$ cat src/rtl/lsu_pkg.sv
// Shared encodings, FSM states and lane helper for the MEM-stage load/store unit.
// Lanes are big-endian: byte offset 0 lives in bits [31:24].
package lsu_pkg;

  localparam logic [1:0] SZ_BYTE = 2'b00;
  localparam logic [1:0] SZ_HALF = 2'b01;
  localparam logic [1:0] SZ_WORD = 2'b10;
  localparam logic [1:0] SZ_ILL  = 2'b11;

  typedef enum logic [2:0] {
    IDLE   = 3'd0,
    LOAD   = 3'd1,
    RMW_RD = 3'd2,
    WRITE  = 3'd3,
    RESP   = 3'd4
  } lsu_state_e;

  typedef struct packed {
    logic        store;
    logic [1:0]  size;
    logic        is_unsigned;
    logic [31:0] wdata;
  } lsu_req_t;

  // Right shift (in bits) that brings the addressed lane down to bit 0.
  function automatic logic [4:0] lane_shift(input logic [1:0] offset, input logic [1:0] size);
    logic [4:0] sh;
    sh = 5'd0;
    case (size)
      SZ_BYTE: sh = {~offset, 3'b000};
      SZ_HALF: sh = {~offset[1], 4'b0000};
      default: sh = 5'd0;
    endcase
    return sh;
  endfunction

endpackage

$ cat src/rtl/lsu_lane_align.sv
// Combinational lane logic: extracts/extends a load lane and merges a store lane
// into a read word. Used by both the LOAD and the read-modify-write read cycle.
module lsu_lane_align
  import lsu_pkg::*;
(
  input  logic [31:0] word,
  input  logic [1:0]  offset,
  input  logic [1:0]  size,
  input  logic        is_unsigned,
  input  logic [31:0] wdata,
  output logic [31:0] load_data,
  output logic [31:0] merged
);

  logic [4:0]  shift;
  logic [31:0] lane;
  logic [31:0] wdata_shifted;
  logic [3:0]  byte_en;
  logic        sign;

  assign shift         = lane_shift(offset, size);
  assign lane          = word >> shift;
  assign wdata_shifted = wdata << shift;

  always_comb begin
    sign      = 1'b0;
    load_data = lane;
    case (size)
      SZ_BYTE: begin
        sign      = ~is_unsigned & lane[7];
        load_data = {{24{sign}}, lane[7:0]};
      end
      SZ_HALF: begin
        sign      = ~is_unsigned & lane[15];
        load_data = {{16{sign}}, lane[15:0]};
      end
      default: load_data = lane;
    endcase
  end

  // shift[4:3] is the physical byte lane index of the lowest lane touched.
  always_comb begin
    byte_en = 4'b1111;
    case (size)
      SZ_BYTE: byte_en = 4'b0001 << shift[4:3];
      SZ_HALF: byte_en = 4'b0011 << shift[4:3];
      default: byte_en = 4'b1111;
    endcase
  end

  genvar gi;
  for (gi = 0; gi < 4; gi++) begin : g_lane
    assign merged[8*gi +: 8] = byte_en[gi] ? wdata_shifted[8*gi +: 8] : word[8*gi +: 8];
  end

endmodule

$ cat src/rtl/load_store_unit.sv
// MEM-stage load/store unit: turns byte-addressed LB/LH/LW/SB/SH/SW requests into
// word accesses on a single-port data memory, with sub-word stores done as RMW.
module load_store_unit
  import lsu_pkg::*;
#(
  parameter int MEM_DEPTH = 256,
  parameter int ADDR_W    = 32
) (
  input  logic              clk,
  input  logic              rst_n,
  input  logic              req_valid,
  output logic              req_ready,
  input  logic              req_store,
  input  logic [1:0]        req_size,
  input  logic              req_unsigned,
  input  logic [ADDR_W-1:0] req_addr,
  input  logic [31:0]       req_wdata,
  output logic              rsp_valid,
  output logic [31:0]       rsp_rdata,
  output logic              rsp_err,
  output logic              mem_read,
  output logic              mem_write,
  output logic [ADDR_W-1:0] mem_addr,
  output logic [31:0]       mem_wdata,
  input  logic [31:0]       mem_rdata
);

  localparam logic [ADDR_W:0] BYTE_LIMIT = (ADDR_W+1)'(4 * MEM_DEPTH);

  lsu_state_e        state_reg, state_next;
  lsu_req_t          req_reg;
  logic [ADDR_W-1:0] addr_reg;
  logic [31:0]       merge_reg;
  logic [31:0]       rsp_rdata_reg;
  logic              rsp_err_reg;
  logic              req_err;
  logic              accept;
  logic [31:0]       load_data;
  logic [31:0]       merged;

  assign accept = req_valid && (state_reg == IDLE);

  always_comb begin
    req_err = 1'b0;
    case (req_size)
      SZ_HALF: req_err = req_addr[0];
      SZ_WORD: req_err = |req_addr[1:0];
      SZ_ILL:  req_err = 1'b1;
      default: req_err = 1'b0;
    endcase
    if ({1'b0, req_addr} >= BYTE_LIMIT) req_err = 1'b1;
  end

  always_comb begin
    state_next = state_reg;
    case (state_reg)
      IDLE: begin
        if (req_valid) begin
          if (req_err)                  state_next = RESP;
          else if (!req_store)          state_next = LOAD;
          else if (req_size == SZ_WORD) state_next = WRITE;
          else                          state_next = RMW_RD;
        end
      end
      LOAD:    state_next = RESP;
      RMW_RD:  state_next = WRITE;
      WRITE:   state_next = RESP;
      RESP:    state_next = IDLE;
      default: state_next = IDLE;
    endcase
  end

  lsu_lane_align u_lane_align (
    .word        (mem_rdata),
    .offset      (addr_reg[1:0]),
    .size        (req_reg.size),
    .is_unsigned (req_reg.is_unsigned),
    .wdata       (req_reg.wdata),
    .load_data   (load_data),
    .merged      (merged)
  );

  always_ff @(posedge clk or negedge rst_n) begin
    if (!rst_n) begin
      state_reg     <= IDLE;
      req_reg       <= '0;
      addr_reg      <= '0;
      merge_reg     <= '0;
      rsp_rdata_reg <= '0;
      rsp_err_reg   <= 1'b0;
    end else begin
      state_reg <= state_next;
      if (accept) begin
        req_reg.store       <= req_store;
        req_reg.size        <= req_size;
        req_reg.is_unsigned <= req_unsigned;
        req_reg.wdata       <= req_wdata;
        addr_reg            <= req_addr;
        // Rejected requests go straight to RESP, so their response is set here.
        if (req_err) begin
          rsp_rdata_reg <= '0;
          rsp_err_reg   <= 1'b1;
        end
      end
      if (state_reg == LOAD) begin
        rsp_rdata_reg <= load_data;
        rsp_err_reg   <= 1'b0;
      end
      if (state_reg == RMW_RD) merge_reg <= merged;
      if (state_reg == WRITE) begin
        rsp_rdata_reg <= '0;
        rsp_err_reg   <= 1'b0;
      end
    end
  end

  // Memory strobes decode from state alone so an asynchronous reset kills them at once.
  assign mem_read  = (state_reg == LOAD) || (state_reg == RMW_RD);
  assign mem_write = (state_reg == WRITE);
  assign mem_addr  = (state_reg == IDLE) ? '0 : {2'b00, addr_reg[ADDR_W-1:2]};
  assign mem_wdata = (state_reg != WRITE) ? 32'h0 :
                     (req_reg.size == SZ_WORD) ? req_reg.wdata : merge_reg;

  assign req_ready = (state_reg == IDLE);
  assign rsp_valid = (state_reg == RESP);
  assign rsp_rdata = rsp_rdata_reg;
  assign rsp_err   = rsp_err_reg;

endmodule

$ cat config.mk
export PLATFORM = sky130hd
export DESIGN_NAME = load_store_unit
export DESIGN_NICKNAME = d
export VERILOG_FILES = /design/src/rtl/lsu_pkg.sv /design/src/rtl/lsu_lane_align.sv /design/src/rtl/load_store_unit.sv
export SDC_FILE = /design/constraint.sdc
export NUM_CORES = 1
export LEC_CHECK = 0
export BUFFER_PORTS_ARGS = -buffer_cell sky130_fd_sc_hd__buf_4
export CAP_MARGIN = 10
export CORE_ASPECT_RATIO = 1.2
export CORE_MARGIN = 1.5
export CORE_UTILIZATION = 50
export CTS_CLUSTER_SIZE = 10
export DETAILED_ROUTE_END_ITERATION = 6
export GPL_TIMING_DRIVEN = 0
export PLACE_DENSITY = 0.84
export SKIP_CTS_REPAIR_TIMING = 1
export SLEW_MARGIN = 15
export SYNTH_ARGS = -nofsm -noshare
export SYNTH_HDL_FRONTEND = slang
export SYNTH_SLANG_ARGS = --single-unit
$ cat constraint.sdc
create_clock -name clk -period 2.6 [get_ports clk]
set_input_delay 0.13 -clock clk [delete_from_list [all_inputs] [get_ports clk]]
set_output_delay 0.13 -clock clk [all_outputs]
set_load 0.05 [all_outputs]
==> results of run 1 <==
## per-layer routing
layer / part of all wire / GRT usage / up-vias
met4: 0.057 / 0.167 / 0
met3: 0.094 / 0.0847 / 126
met2: 0.49 / 0.522 / 496
met5: 0 / 0 / -
li1: - / - / 3352
met1: 0.36 / 0.384 / 3498
## logic make-up (layout without fill, tap and decap cells)
group / Yosys count / in the layout
muxes: 36 / 36
other: 1 / 2
DFF: 135 / 135
AOI/OAI and AO/OA: 170 / 170
and+or+nand+nor: 409 / 409
buffers and inverters: 66 / 369
## where the power goes
| part | total [mW] | internal [mW] | switching (mW) | leakage, nW |
|---|---|---|---|---|
| clock | 2.49 | 1.51 | 0.972 | 0.276 |
| combinational | 1.40 | 0.596 | 0.801 | 3.23 |
| sequential | 2.40 | 2.24 | 0.164 | 1.61 |
## synth_stat cells, types with 2 or more instances
| cell type | instances |
|---|---|
| nor4_1 | 6 |
| buf_4 | 3 |
| nor3_2 | 2 |
| mux2_2 | 10 |
| a21o_1 | 5 |
| buf_2 | 15 |
| clkbuf_1 | 37 |
| mux2i_1 | 18 |
| o22ai_1 | 16 |
| nor2b_1 | 30 |
| o21ai_0 | 55 |
| nor2_1 | 7 |
| mux4_2 | 6 |
| a22oi_1 | 7 |
| a21oi_2 | 3 |
| and2_1 | 4 |
| o211ai_1 | 8 |
| nand4_1 | 4 |
| or3b_2 | 7 |
| a32o_1 | 7 |
| a21oi_1 | 42 |
| inv_1 | 6 |
| a2bb2oi_1 | 7 |
| a22o_1 | 7 |
| dfrtp_1 | 135 |
| nand2b_1 | 3 |
| buf_6 | 4 |
| nor3b_1 | 3 |
| nand2_1 | 336 |
| a221oi_1 | 7 |
| mux4_1 | 2 |
## cells in the final DEF, fill, tap and decap left out, types with 4 or more instances in the layout
cell type / n
a21oi_1: 42
dlygate4sd3_1: 69
clkinvlp_4: 6
nor2_1: 6
and2_1: 4
o21ai_0: 55
mux2i_1: 18
clkbuf_1: 36
mux2_2: 10
inv_1: 6
a2bb2oi_1: 7
a22oi_1: 7
nand2_1: 336
buf_2: 14
buf_6: 5
mux4_2: 6
o211ai_1: 8
a221oi_1: 7
clkbuf_16: 17
nor4_1: 6
buf_4: 203
nand4_1: 4
or3b_2: 7
dfrtp_1: 135
nor2b_1: 30
a21o_1: 5
a22o_1: 7
o22ai_1: 16
a32o_1: 7
## worst max-delay path, cell delays in order (launching register included)
cell,delay [ps]
dfrtp_1,360
buf_6,140
buf_2,210
nand2b_1,260
clkbuf_1,380
nand2_1,120
a21oi_1,220
buf_4,240
## how the worst max path moves through the flow
stage / startpoint / end / cells past startpoint
6_report: req_reg[33] / mem_wdata[3] / 7
3_5_place_dp: req_reg[33] / mem_wdata[12] / 7
3_3_place_gp: req_reg[34] / mem_wdata[11] / 7
2_1_floorplan: req_reg[34] / mem_wdata[7] / 6
4_1_cts: req_reg[34] / mem_wdata[12] / 7
5_1_grt: req_reg[34] / mem_wdata[28] / 7
## area by class of cell
type | count | area [um2]
multi-input cells | 617 | 3330
inverters | 6 | 22.5
fillers | 976 | 3690
plain buffers | 60 | 290
clock inverters | 14 | 175
repair buffers | 271 | 2230
flip-flops and latches | 135 | 3380
well taps | 171 | 214
clock buffers | 18 | 429
==> results_dict.tcl, run 1 <==
set metrics [dict create \
    diodes 0 \
    cts.htree.levels 4 \
    crit_type "reg2out" \
    ys_types 46 \
    netlist_instances 817 \
    critPathArrivalTime_ps 2350 \
    place_inst 1191 \
    max-vdd-ir-drop_uv 449 \
    initial_core_util 0.509 \
    cts_made_buffers 17 \
    tns_ps 0 \
    final_core_util 0.732 \
    synth_top_family_by_area "simple AND/OR/NAND/NOR gates" \
    yosys-top-cells-area "dfrtp_1 48%, nand2_1 18%, o21ai_0 3.9%" \
    layoutNonFillerInstCount 1292 \
    leakagePower_nw 5.11 \
    outcome "completed" \
    portBuffers 201 \
    synth_top_area_frac 0.482 \
    yosys.area_share.simple 0.249 \
    largest_register_ffs 35 \
    clk_pin_slew_ps 60 \
    synth_top_area_cell "dfrtp_1" \
    placed_area_mm2 0.00876 \
    r2r.worst_path.cells 6 \
    setup_viol 0 \
    grt_antenna_before_repair 0 \
    grt_pass1_wl_um 36400 \
    drive_gt1_frac 0.260 \
    cp_max_fo 10 \
    synth_top_flop_cell "dfrtp_1" \
    dieArea_mm2 0.0147 \
    worstHoldStart "mem_rdata[3]" \
    netlist_area_mm2 0.00700 \
    min_to "merge_reg[3]" \
    ys_ff_latch 135 \
    drt_iter0_drc 817 \
    yosys_warnings 0 \
    rows 47 \
    power_density_mw_per_mm2 624 \
    max_slew.worst_pin.slew_ps 911 \
    syn_avg_cell_area_um2 8.57 \
    synth-edff-count 0 \
    die_y_um 133 \
    dr_total_vias 7472 \
    hold_slack_ps 40.1 \
    synthToLayoutAreaGrowth_pct 43.8 \
    min_path_type "in2reg" \
    synth_mux_area_frac 0.0686 \
    fin_crit_ps 2480 \
    worstSkewPairLatency_ps 430 \
    max_freq_mhz 403 \
    final_antenna_net_count 0 \
    worst_r2r_endpoint "addr_reg[7]" \
    drt-wirelength-per-cell_um 19.8 \
    final.period_utilization 0.955 \
    fp.dieW_um 111 \
    place_ws_ps 437 \
    drt-pass1-iter-count 5 \
    cts_tree "done" \
    coreArea_mm2 0.0138 \
    r2r_setup_slack_ps 390 \
    cts-root-buf "clkbuf_16" \
    io_pins 204 \
    crit_path_end_kind "primary output" \
    postRouteWirelength_um 25500 \
    total_power_mw 6.29 \
    seq_area_frac_synth 0.482 \
    rsz0062_at_grt "false" \
    place.gp.congestion 0.965 \
    hold_violations 0 \
    drc 0 \
    hpwlAfterDp_um 17100 \
    clockBufferDepth 2 \
    final-max-slew-violation-count 0 \
    final.setup.worst_slack_ps 116 \
    maxCapViolations 0 \
    yosys.area_share.adder 0 \
    worstPathRequired_ps 2470 \
    fin_nets 1211 \
    via_per_inst 5.78 \
    clock_skew_ps 10.7 \
    maxSlewHeadroom 0.391 \
    grt_usage 0.317 \
    grt_pass1_vias 7105 \
    async_flop_share 1.00 \
    start_kind "register" \
    min_delay_path_depth 3 \
    finalInstanceArea_mm2 0.0101 \
    clock-sinks 135 \
    synth_compound_area_frac 0.156 \
    synth_xor_area_frac 0 \
    reg2reg_from "state_reg[2]" \
    grt.overflow.total 0 \
    grt_max_degree 78 \
]
Power figures use the tool's default switching activity.
==> inputs of run 2 (changes only) <==
--- a/config.mk
+++ b/config.mk
@@ -8,7 +8,6 @@
 export BUFFER_PORTS_ARGS = -buffer_cell sky130_fd_sc_hd__buf_4
 export CAP_MARGIN = 10
 export CORE_ASPECT_RATIO = 1.2
-export CORE_MARGIN = 1.5
 export CORE_UTILIZATION = 50
 export CTS_CLUSTER_SIZE = 10
 export DETAILED_ROUTE_END_ITERATION = 6
==> results_dict.tcl, run 2 (same netlist as run 1, synthesis figures left out) <==
set metrics [dict create \
    outcome "completed" \
    dieArea_mm2 0.0145 \
    setup_viol 0 \
    max_freq_mhz 409 \
    coreArea_mm2 0.0138 \
    fin_crit_ps 2450 \
    power_density_mw_per_mm2 623 \
    hold_violations 0 \
    cts_made_buffers 17 \
    via_per_inst 5.80 \
    cp_max_fo 10 \
    drt-wirelength-per-cell_um 19.9 \
    grt_pass1_vias 7045 \
    place_ws_ps 456 \
    critPathArrivalTime_ps 2320 \
    grt.overflow.total 0 \
    final_antenna_net_count 0 \
    portBuffers 201 \
    dr_total_vias 7494 \
    finalInstanceArea_mm2 0.0101 \
    final-max-slew-violation-count 0 \
    tns_ps 0 \
    crit_path_max_incr_delay_ps 420 \
    drt-pass1-iter-count 5 \
    max-vdd-ir-drop_uv 511 \
    maxSlewHeadroom 0.351 \
    grt_pass1_wl_um 36100 \
    worstHoldStart "mem_rdata[20]" \
    fin_nets 1211 \
    start_kind "register" \
    critPathLaunch "req_reg[34]" \
    rows 47 \
    die_y_um 132 \
    clock_skew_ps 8.29 \
    crit_type "reg2out" \
    initial_core_util 0.509 \
    drc 0 \
    final_common_cell "nand2_1" \
    crit_path_end_kind "primary output" \
    synthToLayoutAreaGrowth_pct 43.9 \
    mostFrequentLayoutCells "336 x nand2_1, 203 x buf_4, 135 x dfrtp_1" \
    total_power_mw 6.28 \
    postRouteWirelength_um 25700 \
    cts.htree.levels 4 \
    worstPathRequired_ps 2470 \
    grt_max_degree 75 \
    fp.dieW_um 110 \
    cts-root-buf "clkbuf_16" \
    maxCapViolations 0 \
    hpwlAfterDp_um 17200 \
    clk_pin_slew_ps 60 \
    rsz0062_at_grt "false" \
    diodes 0 \
    crit_path_frequent_cell "buf_2" \
    clock-sinks 135 \
    drt_iter0_drc 661 \
    crit_path_top_delay_cell "dfrtp_1" \
    placed_area_mm2 0.00876 \
    path_buf_inv 4 \
    clockBufferDepth 2 \
    grt_antenna_before_repair 0 \
    final.period_utilization 0.941 \
    min_path_type "in2reg" \
    cp_cell_sequence "buf_2 -> inv_1 -> nor2_4 -> buf_2 -> nand2_1 -> a21oi_1 -> buf_4" \
    place.gp.congestion 0.991 \
    largest_register_ffs 35 \
    worstSkewPairLatency_ps 420 \
    leakagePower_nw 5.13 \
    max_slew.worst_pin.slew_ps 971 \
    reg2reg_from "state_reg[2]" \
    final.setup.worst_slack_ps 154 \
    final_core_util 0.732 \
    drive_gt1_frac 0.260 \
    cp_top_family "buffers and inverters" \
    io_pins 204 \
    cts_tree "done" \
    grt_usage 0.333 \
]
[run 2: power breakdown]
group          switching (mW)  internal, mW
Sequential              0.162          2.24
Clock                   0.935          1.55
Combinational           0.800         0.596
Total                    1.90          4.38
[run 2: routing by layer]
| layer | GRT usage | vias to the layer above | share of wire |
|---|---|---|---|
| met5 | 0 | - | 0 |
| met4 | 0.207 | 0 | 0.058 |
| met3 | 0.0918 | 123 | 0.094 |
| met2 | 0.518 | 513 | 0.48 |
| met1 | 0.404 | 3513 | 0.37 |
| li1 | - | 3345 | - |
[run 2: tightest hold or removal path: cells and delay by family]
kind            cells  cell delay, ps
buf+inv             1             100
compound gates      2             190
[run 2: cell type report]
type / instances / area (um2)
fillers: 973 / 3680
well taps: 171 / 214
clock inverters: 9 / 115
inverters: 6 / 22.5
flip-flops and latches: 135 / 3380
multi-input cells: 617 / 3330
clock buffers: 23 / 498
plain buffers: 60 / 288
repair buffers: 271 / 2230
[run 2: final timing paths]
| path | end | slack (ps) | cells after the start |
|---|---|---|---|
| setup reg to reg | addr_reg[7] | 470 | 6 |
| hold reg to reg | addr_reg[22] | 470 | 2 |
| setup / recovery | mem_wdata[27] | 150 | 7 |
| max in group asynchronous | addr_reg[1] | 1650 | 3 |
| min in group asynchronous | rsp_rdata[13] | 220 | 2 |
| hold / removal | merge_reg[20] | 30 | 3 |
[run 2: per-stage QoR]
stage	std cells	hold slack [ps]
after CTS	1223	-359
after floorplan	818	-166
after global routing	1292	48.8
after global placement	1190	320
after detailed placement	1191	92.7
final	1292	33.9
